--- src/rtl/alu_wide_sequencer.sv ---
// alu_wide_sequencer: sequences a 32-bit ADD or 16-bit SUB over an external
// 16-bit arithmetic unit (low half, then carry-chained high half, then flag).
// Optional feature macro: ALU_WIDE_SEQUENCER_ZFLAG_EN (zero-flag capture).
module alu_wide_sequencer (
    input  logic        iClock,
    input  logic        iReset,
    input  logic        iValid,
    output logic        oReady,
    input  logic        iOp,
    input  logic [31:0] iOperandA,
    input  logic [31:0] iOperandB,
    output logic [15:0] oPortA,
    output logic [15:0] oPortB,
    output logic [1:0]  oOpcode,
    input  logic [15:0] iAccumulator,
    input  logic        iCarryflag,
    input  logic        iZeroflag,
    output logic        oValid,
    input  logic        iReady,
    output logic [31:0] oResult,
    output logic        oCarry,
    output logic        oZero
);

    typedef enum logic [2:0] {
        IDLE,
        LO,
        HI,
        FLAG,
        DONE
    } state_t;

    localparam logic [1:0] OPC_NONE = 2'b00;
    localparam logic [1:0] OPC_ADD  = 2'b01;
    localparam logic [1:0] OPC_ADC  = 2'b10;
    localparam logic [1:0] OPC_SUB  = 2'b11;

    state_t      state;
    logic        op_sub;
    logic [15:0] a_hi;
    logic [15:0] b_hi;

    // Main sequencer: state plus all handshake, port and result registers
    always_ff @(posedge iClock or posedge iReset) begin
        if (iReset) begin
            state   <= IDLE;
            op_sub  <= 1'b0;
            a_hi    <= '0;
            b_hi    <= '0;
            oReady  <= 1'b1;
            oValid  <= 1'b0;
            oPortA  <= '0;
            oPortB  <= '0;
            oOpcode <= OPC_NONE;
            oResult <= '0;
            oCarry  <= 1'b0;
        end else begin
            case (state)
                IDLE: begin
                    // oReady is always high here, so iValid alone is the handshake;
                    // the low halves go straight to the ports, only high halves are kept
                    if (iValid) begin
                        op_sub  <= iOp;
                        a_hi    <= iOperandA[31:16];
                        b_hi    <= iOperandB[31:16];
                        oPortA  <= iOperandA[15:0];
                        oPortB  <= iOperandB[15:0];
                        oOpcode <= iOp ? OPC_SUB : OPC_ADD;
                        oReady  <= 1'b0;
                        state   <= LO;
                    end
                end
                LO: begin
                    oResult[15:0] <= iAccumulator;
                    if (op_sub) begin
                        oResult[31:16] <= '0;
                        oCarry         <= 1'b0;
                        oPortA         <= '0;
                        oPortB         <= '0;
                        oOpcode        <= OPC_NONE;
                        oValid         <= 1'b1;
                        state          <= DONE;
                    end else begin
                        oPortA  <= a_hi;
                        oPortB  <= b_hi;
                        oOpcode <= OPC_ADC;
                        state   <= HI;
                    end
                end
                HI: begin
                    oResult[31:16] <= iAccumulator;
                    oPortA         <= '0;
                    oPortB         <= '0;
                    oOpcode        <= OPC_NONE;
                    state          <= FLAG;
                end
                FLAG: begin
                    // carry from the high-half add is only visible one cycle later
                    oCarry <= iCarryflag;
                    oValid <= 1'b1;
                    state  <= DONE;
                end
                DONE: begin
                    if (iReady) begin
                        oValid <= 1'b0;
                        oReady <= 1'b1;
                        state  <= IDLE;
                    end
                end
                default: begin
                    state <= IDLE;
                end
            endcase
        end
    end

`ifdef ALU_WIDE_SEQUENCER_ZFLAG_EN
    logic zlo;

    // Zero flag: low-half zero captured in LO, combined with high-half zero in HI
    always_ff @(posedge iClock or posedge iReset) begin
        if (iReset) begin
            zlo   <= 1'b0;
            oZero <= 1'b0;
        end else begin
            if (state == LO) begin
                zlo <= iZeroflag;
                if (op_sub) begin
                    oZero <= iZeroflag;
                end
            end
            if (state == HI) begin
                oZero <= zlo & iZeroflag;
            end
        end
    end
`else
    logic zflag_unused;
    assign zflag_unused = iZeroflag;
    assign oZero        = 1'b0;
`endif

endmodule

--- config.mk ---
export PLATFORM = sky130hd
export DESIGN_NAME = alu_wide_sequencer
export DESIGN_NICKNAME = d
export VERILOG_FILES = /design/src/rtl/alu_wide_sequencer.sv
export SDC_FILE = /design/constraint.sdc
export NUM_CORES = 1
export LEC_CHECK = 0
export ABC_AREA = 1
export CORE_MARGIN = 4
export CORE_UTILIZATION = 40
export DETAILED_ROUTE_END_ITERATION = 10
export PLACE_DENSITY = 0.72
export SYNTH_ARGS = -nofsm -noshare
export SYNTH_HDL_FRONTEND = slang
export SYNTH_SLANG_ARGS = --single-unit
--- constraint.sdc ---
create_clock -name iClock -period 4.15 [get_ports iClock]
set_clock_uncertainty 0.05 [all_clocks]
set_input_delay 0.83 -clock iClock [delete_from_list [all_inputs] [get_ports iClock]]
set_output_delay 0.83 -clock iClock [all_outputs]
set_load 0.1 [all_outputs]
Word-level counts from Yosys, hierarchy flattened
Cells that the tools add are included.
- flip-flop bits (word level): 105
- input port bits: 87
- eq/ne operators: 7
- mux-type cells: 24
- reduce and logical (&&, ||, !) cells: 13
- operators with widths (kind ; count):
    $pmux W16 S3 ; 2
    $mux W16 ; 5
    $pmux W16 S2 ; 1
    $pmux W3 S5 ; 1
    $reduce_and A2 Y1 ; 5
    $mux W3 ; 3
    $eq A3 B2 Y1 const B ; 2
    $mux W2 ; 3
    $ne A2 B2 Y1 const B ; 3
    $pmux W2 S3 ; 1
    $reduce_and A3 Y1 ; 2
    $reduce_bool A2 Y1 ; 3
    $reduce_bool A3 Y1 ; 2
    $mux W1 ; 5
    $pmux W1 S2 ; 2
    $eq A3 B1 Y1 const B ; 1
    $eq A3 B3 Y1 const B ; 1
    $logic_not A3 Y1 ; 1
    $pmux W1 S3 ; 1

Longest topological paths before layout
Gate-level depths: netlist (run 1).
- word-level depth: 3
- depth in mapped cells: 8
- gate-level depth less buffers: 7

Least setup slack after synthesis (run 1)
OpenSTA, ideal clock, no wires.
- kind: reg-to-output
- from: register oCarry
- to: output port oCarry
- arrival: 898 ps
- slack: 2372 ps
- cell stages (with the launch flop): 1
- path buffers: 0
- path through: dfrtp_1
- RTL lines (element ; RTL line ; text):
    from (decl) ; 21 ; output logic oCarry,
    from (signal assigned) ; 99 ; oCarry <= iCarryflag;
No word-level cell between the ends.

Worst setup path in the final report (run 1)
- from: register oReady
- to: output port oReady
- RTL lines (element ; RTL line ; text):
    from (decl) ; 8 ; output logic oReady,
    from (signal assigned) ; 50 ; oReady <= 1'b1;
    from (signal assigned) ; 69 ; oReady <= 1'b0;
    from (signal assigned) ; 106 ; oReady <= 1'b1;
No word-level cell between the ends.

==> run summary, run 1 <==
The flow ran to the end, and the final reports show no timing, DRC or antenna violations. Once routing completed, OpenROAD measured the worst setup slack at 1.254 ns. TritonCTS built the clock tree.

The via count of the first global-routing pass was 4,125. The tools report the initial antenna violation count as 0. The synthesized design contains 105 register bits.

In this run the critical register-to-register path is captured at oPortA[9]. The worst hold path was traced through 2 stages. The floorplan step set the die width to 115.9 µm. OpenSTA, run right after detailed placement, puts the worst setup slack at 1.501 ns. After clock tree synthesis, the repair step resized 0 gates.

The final max-slew violation count is 0, and the hold slack is 0.4298 ns. Setup violations remaining at the end of the flow were counted as 0. The min-delay analysis places its worst path in the category flop to flop. Clock tree synthesis inserted a total of 9 buffers. The filler cells instantiated in the layout total 1,070. 0 antenna diodes ended up in the layout.

The worst slew margin relative to its limit is 29.53%, and the share of synthesized cell area in full adder, half adder and majority cells is 0%. Summing the sequential cell areas from Yosys gives 56.43% of the chip area. The worst path uses 69.78% of the clock period.

For this run, design rule violations remaining after detail routing come to 0. The total number of H-tree levels is 3, and the net count after synthesis is 672. Area of the placeable core: 11,420 µm². For hold timing, the worst endpoint is oPortB[8]. The post-synthesis simple-gate area fraction works out to 27.45%. Counting every instance in the synthesized netlist gives 585.

Final layout net count: 809. In this run the post-CTS setup repair buffer count came out at 0. The ratio of routed vias to standard cells is 4.732, and the total grt overflow is 0. 157 I/O pins were placed.

Worst setup slack for register-to-register paths: 1.56 ns. For the cell area after placement, the log shows 6251 µm². Dividing the detail-routed wire length by the instance count gives 14.44 µm.

The synthesized netlist occupies a cell area of 4658 µm². The iteration-0 DRC count of the detailed router is 203, and the number of hold-slack violations in the final timing report is 0. The floorplan has 39 rows.

Routability-driven placement finished with a final weighted congestion of 0.7938. The logs give 4,117 for the via count of the routed design and 20.54 mm for the wire length of the first global-routing pass. The clock-pin slew on the worst setup and hold paths came out at 0.07 ns. The critical path buffer and inverter count was 1; the share of post-route cells with drive strength above 1 was 4.539%.

The count of cells along the worst register-to-register path is 7. The compound-cell area share of the yosys netlist came out at 7.413%. Detailed placement finished with a half-perimeter wire length of 8.463 mm. Timing-limited maximum frequency: 345.3 MHz. The die covers 13,440 µm². The logs give 0 for the total number of yosys warnings and 67 for the largest net degree at the start of global routing. For the number of buffers inserted by hold repair at cts, the log shows 0. The logs give 105 for the number of sinks handled by clock tree synthesis and 0 ns for the aggregate negative setup slack. After routing the design area is 6590 µm².

The root buffer cell was sky130_fd_sc_hd__clkbuf_16. The type of the setup path with the least slack was flop to output pin. The type of origin of the critical path is a flop. The synthesized area per cell was 7.963 µm²; the remaining antenna violation count after routing was 0. The share of the synthesized netlist area taken by xor and xnor gates is 0%. The worst hold path begins at oPortB[8]. The first detailed-routing pass ran for 4 iterations. The largest family of logic cells by synthesized area was simple AND/OR/NAND/NOR gates. The chip height was 115.9 µm. In this run the worst path has a maximum fanout of 2.

The final critical path time including I/O delays and setup is 2.896 ns. For this design, the slowest cell found on the critical path is sky130_fd_sc_hd__clkdlybuf4s50_1. Input and output buffers added on the ports amount to 154. In this run the critical register-to-register path is launched from state[1].

The post-synthesis mux area share was 0%; the synthesis-to-finish area growth was 41.47%. The delay of the slowest critical-path stage was 1.13 ns; the later-pin clock latency in the skew report was 0.35 ns. The endpoint type of the worst setup path was an output pin. The logs give 19 for the number of distinct library cells after synthesis and 19.33% for the global-route usage over all layers. Walking the worst path, the cells encountered are clkdlybuf4s50_1. Setup repair after global routing left no endpoint under its margin. The total wirelength of the detailed-routed design is 12.56 mm. For this configuration, the core starts out at a cell density of 40.80%. The arrival time reported for the critical path endpoint is 2.02 ns, and the maximum buffer depth of the clock tree is 2. For the pin with the worst max-slew slack, the measured transition is 1.056 ns. Among cell families on the critical path, the largest total delay comes from buffers and inverters. The tool flagged a number of max-cap violations equal to 0. The required time at the worst-slack endpoint came out at 3.27 ns.
## registers in the layout (all words and copies together) (netlist names)
signal   flops
oCarry       1
a_hi        16
oResult     32
oOpcode      2
oPortB      16
oReady       1
oValid       1
b_hi        16
oPortA      16
state        3
op_sub       1
## cells in the final DEF, fill, tap and decap left out, drive strengths merged
master         instances
a21oi                  1
buf                    6
bufinv                 2
clkbuf                11
clkdlybuf4s50        154
clkinv                 2
conb                   1
dfrtp                104
dfstp                  1
inv                   58
nand2                244
nand3                 40
nor2                  36
o211a                  1
o21ai                 66
## cells in the mapped netlist (all sizes together)
library cell	number	area, µm²
o211a	1	10.01
dfrtp	104	2603
dfstp	1	26.28
nand2	244	923.4
conb	1	3.750
clkbuf	10	37.54
nor2	36	145.1
o21ai	66	330.3
a21oi	1	5.000
nand3	40	210.2
inv	57	214.0
buf	24	150.2
## cell families after synthesis
logic type      Yosys count
simple gates            320
other cells               1
compound gates           68
buf+inv                  91
flops                   105
## stage by stage
step	std cells	util (%)
CTS	870	57.71
finish	870	57.71
global placement	854	54.74
global route	870	57.71
floorplan	585	-
detailed placement	854	54.74
## metal layers
metal / share of wire, % / track usage (%) / vias to the layer above / routed length (µm)
li1: - / - / 2056 / -
met1: 44 / 25.60 / 1913 / 5486
met2: 46 / 30.07 / 136 / 5729
met3: 9.6 / 6.997 / 12 / 1210
met4: 1.1 / 5.568 / 0 / 133
met5: 0 / 0 / - / 0
## area by class of cell
| type | instances | area, µm² | share of cell area [%] |
|---|---|---|---|
| Sequential cell | 105 | 2629 | 39.89 |
| Multi-Input combinational cell | 389 | 1628 | 24.70 |
| Clock buffer | 11 | 252.7 | 3.835 |
| Tap cell | 143 | 178.9 | 2.715 |
| Clock inverter | 5 | 86.33 | 1.310 |
| Timing Repair Buffer | 160 | 1599 | 24.26 |
| Inverter | 57 | 216.5 | 3.285 |
## tightest hold or removal path, stage by stage, from the launching register on
cell and delay [ns]:
sky130_fd_sc_hd__dfrtp_1 0.34, sky130_fd_sc_hd__nand2_1 0.05, sky130_fd_sc_hd__nand2_1 0.05
## worst max-delay path by stage
stage	startpoint	end	slack (ns)	cells after the start
2_1_floorplan	iReset	a_hi[0]	0.51	1
3_3_place_gp	state[1]	oPortA[9]	1.59	7
3_5_place_dp	state[1]	oPortA[9]	1.50	7
4_1_cts	oReady	oReady	1.23	1
5_1_grt	oReady	oReady	1.20	1
6_report	oReady	oReady	1.25	1
Power of run 1 is left out: the tool's default activity adds up to more than one toggle a clock period on the data nets, which glitch-free logic cannot reach.
==> run 2: changes to the inputs <==
--- a/config.mk
+++ b/config.mk
@@ -9,7 +9,7 @@
 export CORE_MARGIN = 4
 export CORE_UTILIZATION = 40
 export DETAILED_ROUTE_END_ITERATION = 10
-export PLACE_DENSITY = 0.72
+export PLACE_DENSITY = 0.74
 export SYNTH_ARGS = -nofsm -noshare
 export SYNTH_HDL_FRONTEND = slang
 export SYNTH_SLANG_ARGS = --single-unit
==> constraint.sdc (replaced) <==
create_clock -name iClock -period 2.6 [get_ports iClock]
set_clock_uncertainty 0.05 [all_clocks]
set_input_delay 0.52 -clock iClock [delete_from_list [all_inputs] [get_ports iClock]]
set_output_delay 0.52 -clock iClock [all_outputs]
set_load 0.1 [all_outputs]
==> run 2 against run 1 <==
- core utilization down 1.9 points
- non-clock buffer count increased by 2
- final cell count is 0.23% higher
- register-to-register slack got worse by 0.97 ns
- setup slack got worse by 0.66 ns
- critical path depth is 8 higher
- count of clock-buffer cells in the layout is 1 lower
- sequential share of layout area rose by 1.4 points
- die area unchanged
- flip-flop and latch count did not move
==> run summary, run 2 (synthesis gave the netlist of run 1 again) <==
The logs give 0 for the remaining antenna violation count after routing and 40.80% for the effective utilization at floorplan. The critical path in this run is classified as flop to flop. The logs give 0 for the setup violation total in the final timing report and 0 for the number of buffers inserted by hold repair at cts.

The region available for standard cell placement spans 11,420 µm². The required time at the worst-slack endpoint was 2.77 ns; the sum of net half-perimeters after detailed placement was 7.985 mm. The worst slew margin relative to its limit is 43.91%. Setup repair after global routing left no endpoint under its margin. The tools report the iteration count of the initial detailed-routing pass as 4.

The tools report the total number of placement rows as 39. The H-tree was split into 3 levels. No sink is reached through more buffers than the 2 on the longest clock path. For the wire length of the first global-routing pass, the log shows 19.66 mm. The detailed router placed 4,101 vias in this run. Timing-limited maximum frequency: 498.4 MHz. Total wirelength of the detailed-routed design: 11.89 mm. The ratio of routed vias to standard cells was 4.703. The tools report the number of hold-slack violations in the final timing report as 0. The width of the die was 115.9 µm. The root buffer cell was sky130_fd_sc_hd__clkbuf_16. The tools report the initial antenna violation count as 0. Final layout net count: 811. The final max-slew violation count was 0. Data arrives at the worst endpoint at 2.18 ns. The antenna cell count is 0. Compared with the post-synthesis result, the final layout area differs by 36.83%. In this run, the number of DRC markers left after iteration 0 of detailed routing was 286. At the end of routability-driven placement, the weighted congestion stood at 0.7809. The flip-flop count of the largest register after layout was 32. After detailed routing, the average wire length per cell comes to 13.64 µm.

After layout, the minimum clock period comes to 2.006 ns. In the layout the commonest cells are 241 x sky130_fd_sc_hd__nand2_1, 104 x sky130_fd_sc_hd__dfrtp_1, 85 x sky130_fd_sc_hd__clkdlybuf4s50_1. Leaving out fill and tap cells, the most frequent cell in the layout is sky130_fd_sc_hd__nand2_1. The total clock buffers created by CTS was 9; the total DRC errors in the routed layout was 0. TritonCTS built the clock tree.

From bottom edge to top edge, the die measures 115.9 µm. The path category of the worst min-delay check is flop to flop. The die covers 13,440 µm². The type of origin of the critical path was a flop.

After clock tree synthesis, the setup repair step added 0 buffers. Cells with a size suffix above 1 make up 14.13% of the layout. The tools report the aggregate negative setup slack as 0 ns.

Clock latency on the worst-skew pair, taken at its later pin, is 0.33 ns. The tools report the global-route usage over all layers as 18.28%. Entering global routing, the biggest net connects 106 pins. The flow ran to the end, and the final reports show no timing, DRC or antenna violations. The via count of the first global-routing pass is 4,135, and the number of violations of the max-capacitance limit is 0. At the pin with the least slew margin, the transition time is 0.8394 ns.

Register ranked first by flip-flop count: oResult. After clock tree synthesis, the clock-pin slew on the worst setup and hold paths is 0.07 ns. The highest net fanout along the worst path came out at 67.

The boundary pin count is 157. In this run the tool buffered the top-level ports with 154 buffer cells. The quantity of gates resized following cts is 0. The tools report the number of sinks handled by clock tree synthesis as 105. The worst setup path is captured at a flop.

Global routing finished with a remaining overflow of 0. The ratio of final minimum period to clock period is 77.17%.
## run 2: cell types whose count changed in the layout (fill, tap and decap cells not counted)
cell / delta
sky130_fd_sc_hd__clkinvlp_4: +3
sky130_fd_sc_hd__clkbuf_8: -2
sky130_fd_sc_hd__bufinv_16: -2
sky130_fd_sc_hd__inv_4: -1
sky130_fd_sc_hd__clkdlybuf4s50_1: -69
sky130_fd_sc_hd__inv_6: +1
sky130_fd_sc_hd__buf_4: +71
sky130_fd_sc_hd__clkbuf_1: +1
## run 2: final timing paths
path / from / to / slack [ns] / cells past startpoint
max: state[1] / oPortA[15] / 0.59 / 9
min: oPortB[11] / oPortB[11] / 0.44 / 2
max reg2reg: state[1] / oPortA[15] / 0.59 / 9
min reg2reg: oPortB[11] / oPortB[11] / 0.44 / 2
max in group asynchronous: iReset / oResult[13] / 1.42 / 3
min in group asynchronous: iReset / oPortA[9] / 0.61 / 3
## run 2: cell type report
type	instances	area [µm²]
Clock inverter	6	50.05
Clock buffer	10	229.0
Inverter	57	217.7
Sequential cell	105	2629
Timing Repair Buffer	162	1441
Fill cell	1096	5045
Tap cell	143	178.9
Multi-Input combinational cell	389	1628
## run 2: stage by stage
| stage | util [%] | setup WS, ns | cells | hold WS, ns | instance area [µm²] |
|---|---|---|---|---|---|
| floorplan | - | 0.7713 | 585 | 0.4361 | 4662 |
| global placement | 53.37 | 0.4572 | 856 | 0.4129 | 6095 |
| detailed placement | 53.37 | 0.4003 | 856 | 0.4182 | 6095 |
| finish | 55.82 | 0.5935 | 872 | 0.4357 | 6374 |
| global route | 55.82 | 0.4057 | 872 | 0.4550 | 6374 |
| CTS | 55.82 | 0.6251 | 872 | 0.4373 | 6374 |
## run 2: worst max-delay path, stage by stage, from the launching register on
cell and delay, ns:
sky130_fd_sc_hd__dfrtp_1 0.47, sky130_fd_sc_hd__inv_2 0.10, sky130_fd_sc_hd__nand3_2 0.08, sky130_fd_sc_hd__buf_4 0.51, sky130_fd_sc_hd__inv_1 0.12, sky130_fd_sc_hd__buf_4 0.24, sky130_fd_sc_hd__nand2_1 0.08, sky130_fd_sc_hd__nand2_1 0.06
sky130_fd_sc_hd__nand2_1 0.06, sky130_fd_sc_hd__nand2_1 0.05
## run 2: metal layers
metal / wire [µm] / up-vias / global-route usage, %
li1: - / 2071 / -
met1: 5026 / 1887 / 22.92
met2: 5674 / 135 / 30.96
met3: 1079 / 8 / 4.961
met4: 114 / 0 / 5.646
met5: 0 / - / 0
Power of run 2 is left out for the same reason.
==> RTL edit 1, RTL diff (config.mk and constraints of run 2) <==
The option `ALU_WIDE_SEQUENCER_ZFLAG_EN` is turned on by a define.
--- a/src/rtl/alu_wide_sequencer.sv
+++ b/src/rtl/alu_wide_sequencer.sv
@@ -1,6 +1,8 @@
 // alu_wide_sequencer: sequences a 32-bit ADD or 16-bit SUB over an external
 // 16-bit arithmetic unit (low half, then carry-chained high half, then flag).
 // Optional feature macro: ALU_WIDE_SEQUENCER_ZFLAG_EN (zero-flag capture).
+`define ALU_WIDE_SEQUENCER_ZFLAG_EN
+
 module alu_wide_sequencer (
     input  logic        iClock,
     input  logic        iReset,
Behaviour: not the same (Yosys sat finds a counterexample within 4 cycles, from zero or initial values and one cycle with iReset high).
==> RTL edit 1 against run 2 <==
Die area rose by 3.1%; sequential cell count rose by 2; final cell count up 3.3%; synthesized cell count up 4.3%; critical endpoint is now oResult[27]; maximum frequency is 4.6% higher; setup slack improved by 0.088 ns; final area is 2.1% higher; largest cell class unchanged; wire length up 3.8%; area after synthesis grew 3.3%.
Power is left out: the tool's default activity adds up to more than one toggle a clock period on the data nets, which glitch-free logic cannot reach.
==> RTL edit 1: results (changes against run 2) <==
outcome=complete, no violations; Pre-Repair DR Iteration Count=5 (+1); crit path DAT=2.14 ns (-0.04 ns); drt initial violations=269 (-5.9%); Core Region=11600 sq um (+1.7%); clock root buffer=clkbuf_16; post-route design area=6510 sq um (+2.1%); worst reg2reg path depth=8 (-1); multi-input logic area=1740 sq um (+6.8%); clock buf count=10 (unchanged); Overall Global Routing Usage=18.1% (-0.23 points); comb_multi_in=428 (+10%); CTS tree=yes; Crit path max-delay family=simple AND/OR/NAND/NOR gates; placed instance area=6220 sq um (+2.1%); Seq cells=107 (+1.9%); met2 Track Usage GR=29.5% (-1.4 points); Via Count=4160 (+1.4%); RD Place Congestion=0.817 (+4.6%); NonClk Buf Share=22.5% (-0.089 points); actual slew at the worst max-slew pin=0.841 ns (+0.00159 ns); sequential cell area share=41.1% (-0.095 points); Crit Path Max Fanout=23 (-66%); hold_ws=0.424 ns (-0.0113 ns); slowest cell on the critical path=dfrtp_1; top post-synthesis cells by count=nand2_1, dfrtp_1, inv_1, nand3_1, nor2_1; Syn Nets=697 (+3.7%); crit path capture type=flip-flop; Seq/Total Area, Yosys=55.7% (-0.76 points); CP peak stage delay=0.43 ns (-0.08 ns); flip-flop count of the largest register after layout=32 (unchanged); hold_sp=oReady; synth unique cells=18 (-1); share of cells above drive strength 1=14.4% (+0.25 points); setup bufs post-CTS=0 (unchanged); Place WS=0.472 ns (+0.0718 ns); Layout clock area frac=4.40% (+0.024 points); fin crit share=73.8% (-3.4 points); first-pass GRT wire length=20.7 mm (+5.5%); Top reg by flops=oResult; R2R Path Start=state[2]; inverters=42 (-26%); capturing point of the worst reg2reg path=oResult[27]; WHS Endpoint=oReady; PortBufs=156 (+1.3%); FILL cells=1058 (-3.5%); pin count of the biggest net entering global routing=108 (+1.9%); Final HPWL DP=8.51 mm (+6.6%); Final #Nets=840 (+3.6%); bufs w/o clock=165 (+1.9%); Synth Instances=610 (+4.3%); met1 usage in global routing=23.9% (+0.94 points); r2r setup slk=0.68 ns (+0.09 ns); GRT met3 Usage=4.08% (-0.88 points); wire length per cell=13.7 microns (+0.47%); Avg Vias per Cell=4.62 (-1.8%); placed cell count=885 (+3.4%); top cells by area, synth=dfrtp_1, nand2_1, nand3_1
RTL edit 1: cell types whose count changed in the layout (fill, tap and decap cells not counted), sizes merged, moves of 2 or more:
cell	delta
nand2	+71
o21ai	-31
inv	-14
buf	+2
dfrtp	+2
nand3	-2
nor2	+2
nor3	+2
RTL edit 1: metal layers:
metal / vias up / routed length, microns
met1: 1870 / 5460
met2: 136 / 5900
met4: 0 / 199
met3: 16 / 790
met5: - / 0
li1: 2138 / -
RTL edit 1: cells by family (layout without fill, tap and decap cells):
kind of cell    Yosys count  after routing  synth area share, %
compound gates           35             35                 3.64
buf+inv                  75            223                 8.22
flops                   107            107                 55.7
simple gates            393            393                 32.5
RTL edit 1: worst min-delay path: stages, from the launching register on:
cell     delay, ns
dfstp_2       0.37
nand2_1       0.06
nand2_1       0.05
==> RTL edit 2, RTL diff (config.mk and constraints of run 2) <==
Without the edit above. Encoding of `state_t`: now one-hot (5 bits for 5 states).
--- a/src/rtl/alu_wide_sequencer.sv
+++ b/src/rtl/alu_wide_sequencer.sv
@@ -22,12 +22,12 @@
     output logic        oZero
 );
 
-    typedef enum logic [2:0] {
-        IDLE,
-        LO,
-        HI,
-        FLAG,
-        DONE
+    typedef enum logic [4:0] {
+        IDLE = 5'b00001,
+        LO   = 5'b00010,
+        HI   = 5'b00100,
+        FLAG = 5'b01000,
+        DONE = 5'b10000
     } state_t;
 
     localparam logic [1:0] OPC_NONE = 2'b00;
Behaviour: no difference found for any inputs over 10 cycles, from zero or initial values and one cycle with iReset high; not proved beyond that.
==> RTL edit 2 against run 2 <==
Die area is essentially flat; non-clock buffer count up 4; area after synthesis hardly changed; synthesized cell count down 2.6%; final area is 1.3% higher; wire length increased by 7.6%; setup slack lost 0.0087 ns; sequential cell count rose by 2; critical endpoint is now op_sub.
Power is not shown: default switching activity piles up to over one toggle a cycle in this logic, so the estimate is an artifact.
==> RTL edit 2: results (changes against run 2) <==
Fin Setup TNS=0 ns (unchanged); outcome=complete, no violations; placed instance area=6140 sq um (+0.80%); worst reg2reg path depth=6 (-3); slowest cell on the critical path=dfstp_2; Cells on Worst Hold Path=2 (unchanged); WHS Endpoint=oPortB[2]; share of cells above drive strength 1=15.6% (+1.5 points); TritonCTS Buffers=9 (unchanged); initial antenna violation count=0 (unchanged); clk slew on worst S/H paths=0.07 ns (about the same); PortBufs=154 (unchanged); share of the synthesized area in the top cell type=56.4% (+0.52 points); HP Class=flip-flop to flip-flop; H-tree depth=3 (unchanged); Top reg by flops=oResult; main flop type after synthesis=dfrtp_1; wire length per cell=14.9 microns (+9.3%); fraction of registers with async set/reset=100% (unchanged); R2R Path Start=state[0]; r2r setup slk=0.58 ns; Final #Nets=798 (-1.6%); Slew headroom=54.2% (+10 points); top post-synthesis cells by count=nand2_1, dfrtp_1, nand3_1, nand4_1, inv_1; first-pass GRT wire length=20.5 mm (+4.5%); setup bufs post-CTS=0 (unchanged); RD Place Congestion=0.842 (+7.8%); CP peak stage delay=0.56 ns (+0.05 ns); Crit path max-delay family=buffers and inverters; antenna diode count=0 (unchanged); Syn Nets=657 (-2.2%); hold_sp=oPortB[2]; Crit Path Max Fanout=35 (-48%); synth unique cells=22 (+3); flip-flop count of the largest register after layout=32 (unchanged); Final HPWL DP=9.05 mm (+13%); Seq/Total Area, Yosys=57.5% (+1.1 points); Avg Vias per Cell=5.07 (+7.9%); synth warn=0 (unchanged); crit path DAT=2.15 ns (-0.03 ns); clock root buffer=clkbuf_16; CTS max path bufs=2 (unchanged); Pre-Repair DR Iteration Count=8 (+4); Place WS=0.346 ns (-0.0540 ns); capturing point of the worst reg2reg path=op_sub; Overall Global Routing Usage=19.0% (+0.73 points); clock latency at the later pin of the worst-skew pair=0.33 ns (about the same); post-CTS sizing=0 (unchanged); pin count of the biggest net entering global routing=57 (-46%); top cells by area, synth=dfrtp_1, nand2_1, nand4_1; vias in the first global route=4240 (+2.5%); drt initial violations=334 (+17%)
-- RTL edit 2: cell types whose count changed after synthesis, sizes merged, moves of 3 or more --
cell,run 2,this run
inv,57,28
nor2,36,7
clkbuf,10,13
o21ai,66,35
nand4,0,35
nand2,244,279
-- RTL edit 2: cell families (layout without fill, tap and decap cells) --
group | after synthesis | count (layout) | share of synthesized area [%]
AOI/OAI and AO/OA | 36 | 36 | 3.87
buffers and inverters | 65 | 211 | 5.83
DFF | 107 | 107 | 57.5
other | 1 | 1 | 0.0805
and+or+nand+nor | 361 | 361 | 32.7
-- RTL edit 2: worst max-delay path by stage --
| stage | start | endpoint | slack (ns) |
|---|---|---|---|
| global route | state[2] | oResult[16] | 0.33 |
| global placement | iValid | op_sub | 0.40 |
| floorplan | iReset | a_hi[0] | 0.74 |
| CTS | state[2] | oResult[20] | 0.54 |
| finish | state[0] | op_sub | 0.58 |
| detailed placement | iValid | op_sub | 0.35 |
-- RTL edit 2: tightest hold or removal path, delay by kind of cell, from the launching register on --
kind          cells  cell delay, ns
flops             1            0.35
simple gates      2            0.09
-- RTL edit 2: layer usage --
layer | vias to the layer above | part of all wire, % | track usage (%)
met5 | - | 0 | 0
met4 | 0 | 1.9 | 4.95
met3 | 18 | 11 | 5.90
met2 | 211 | 46 | 30.9
met1 | 2040 | 41 | 24.9
li1 | 2090 | - | -
-- RTL edit 2: cell type report --
cell class	count	area, sq um
flip-flops and latches	107	2680
clock buffers	11	253
repair buffers	166	1460
clock inverters	5	58.8
multi-input cells	398	1710
well taps	143	179
fillers	1049	4960
inverters	29	113
-- RTL edit 2: metrics by stage --
stage / hold slack [ns] / instances
after global routing: 0.446 / 859
final: 0.427 / 859
after global placement: 0.408 / 843
after CTS: 0.432 / 859
after detailed placement: 0.414 / 843
after floorplan: 0.399 / 570
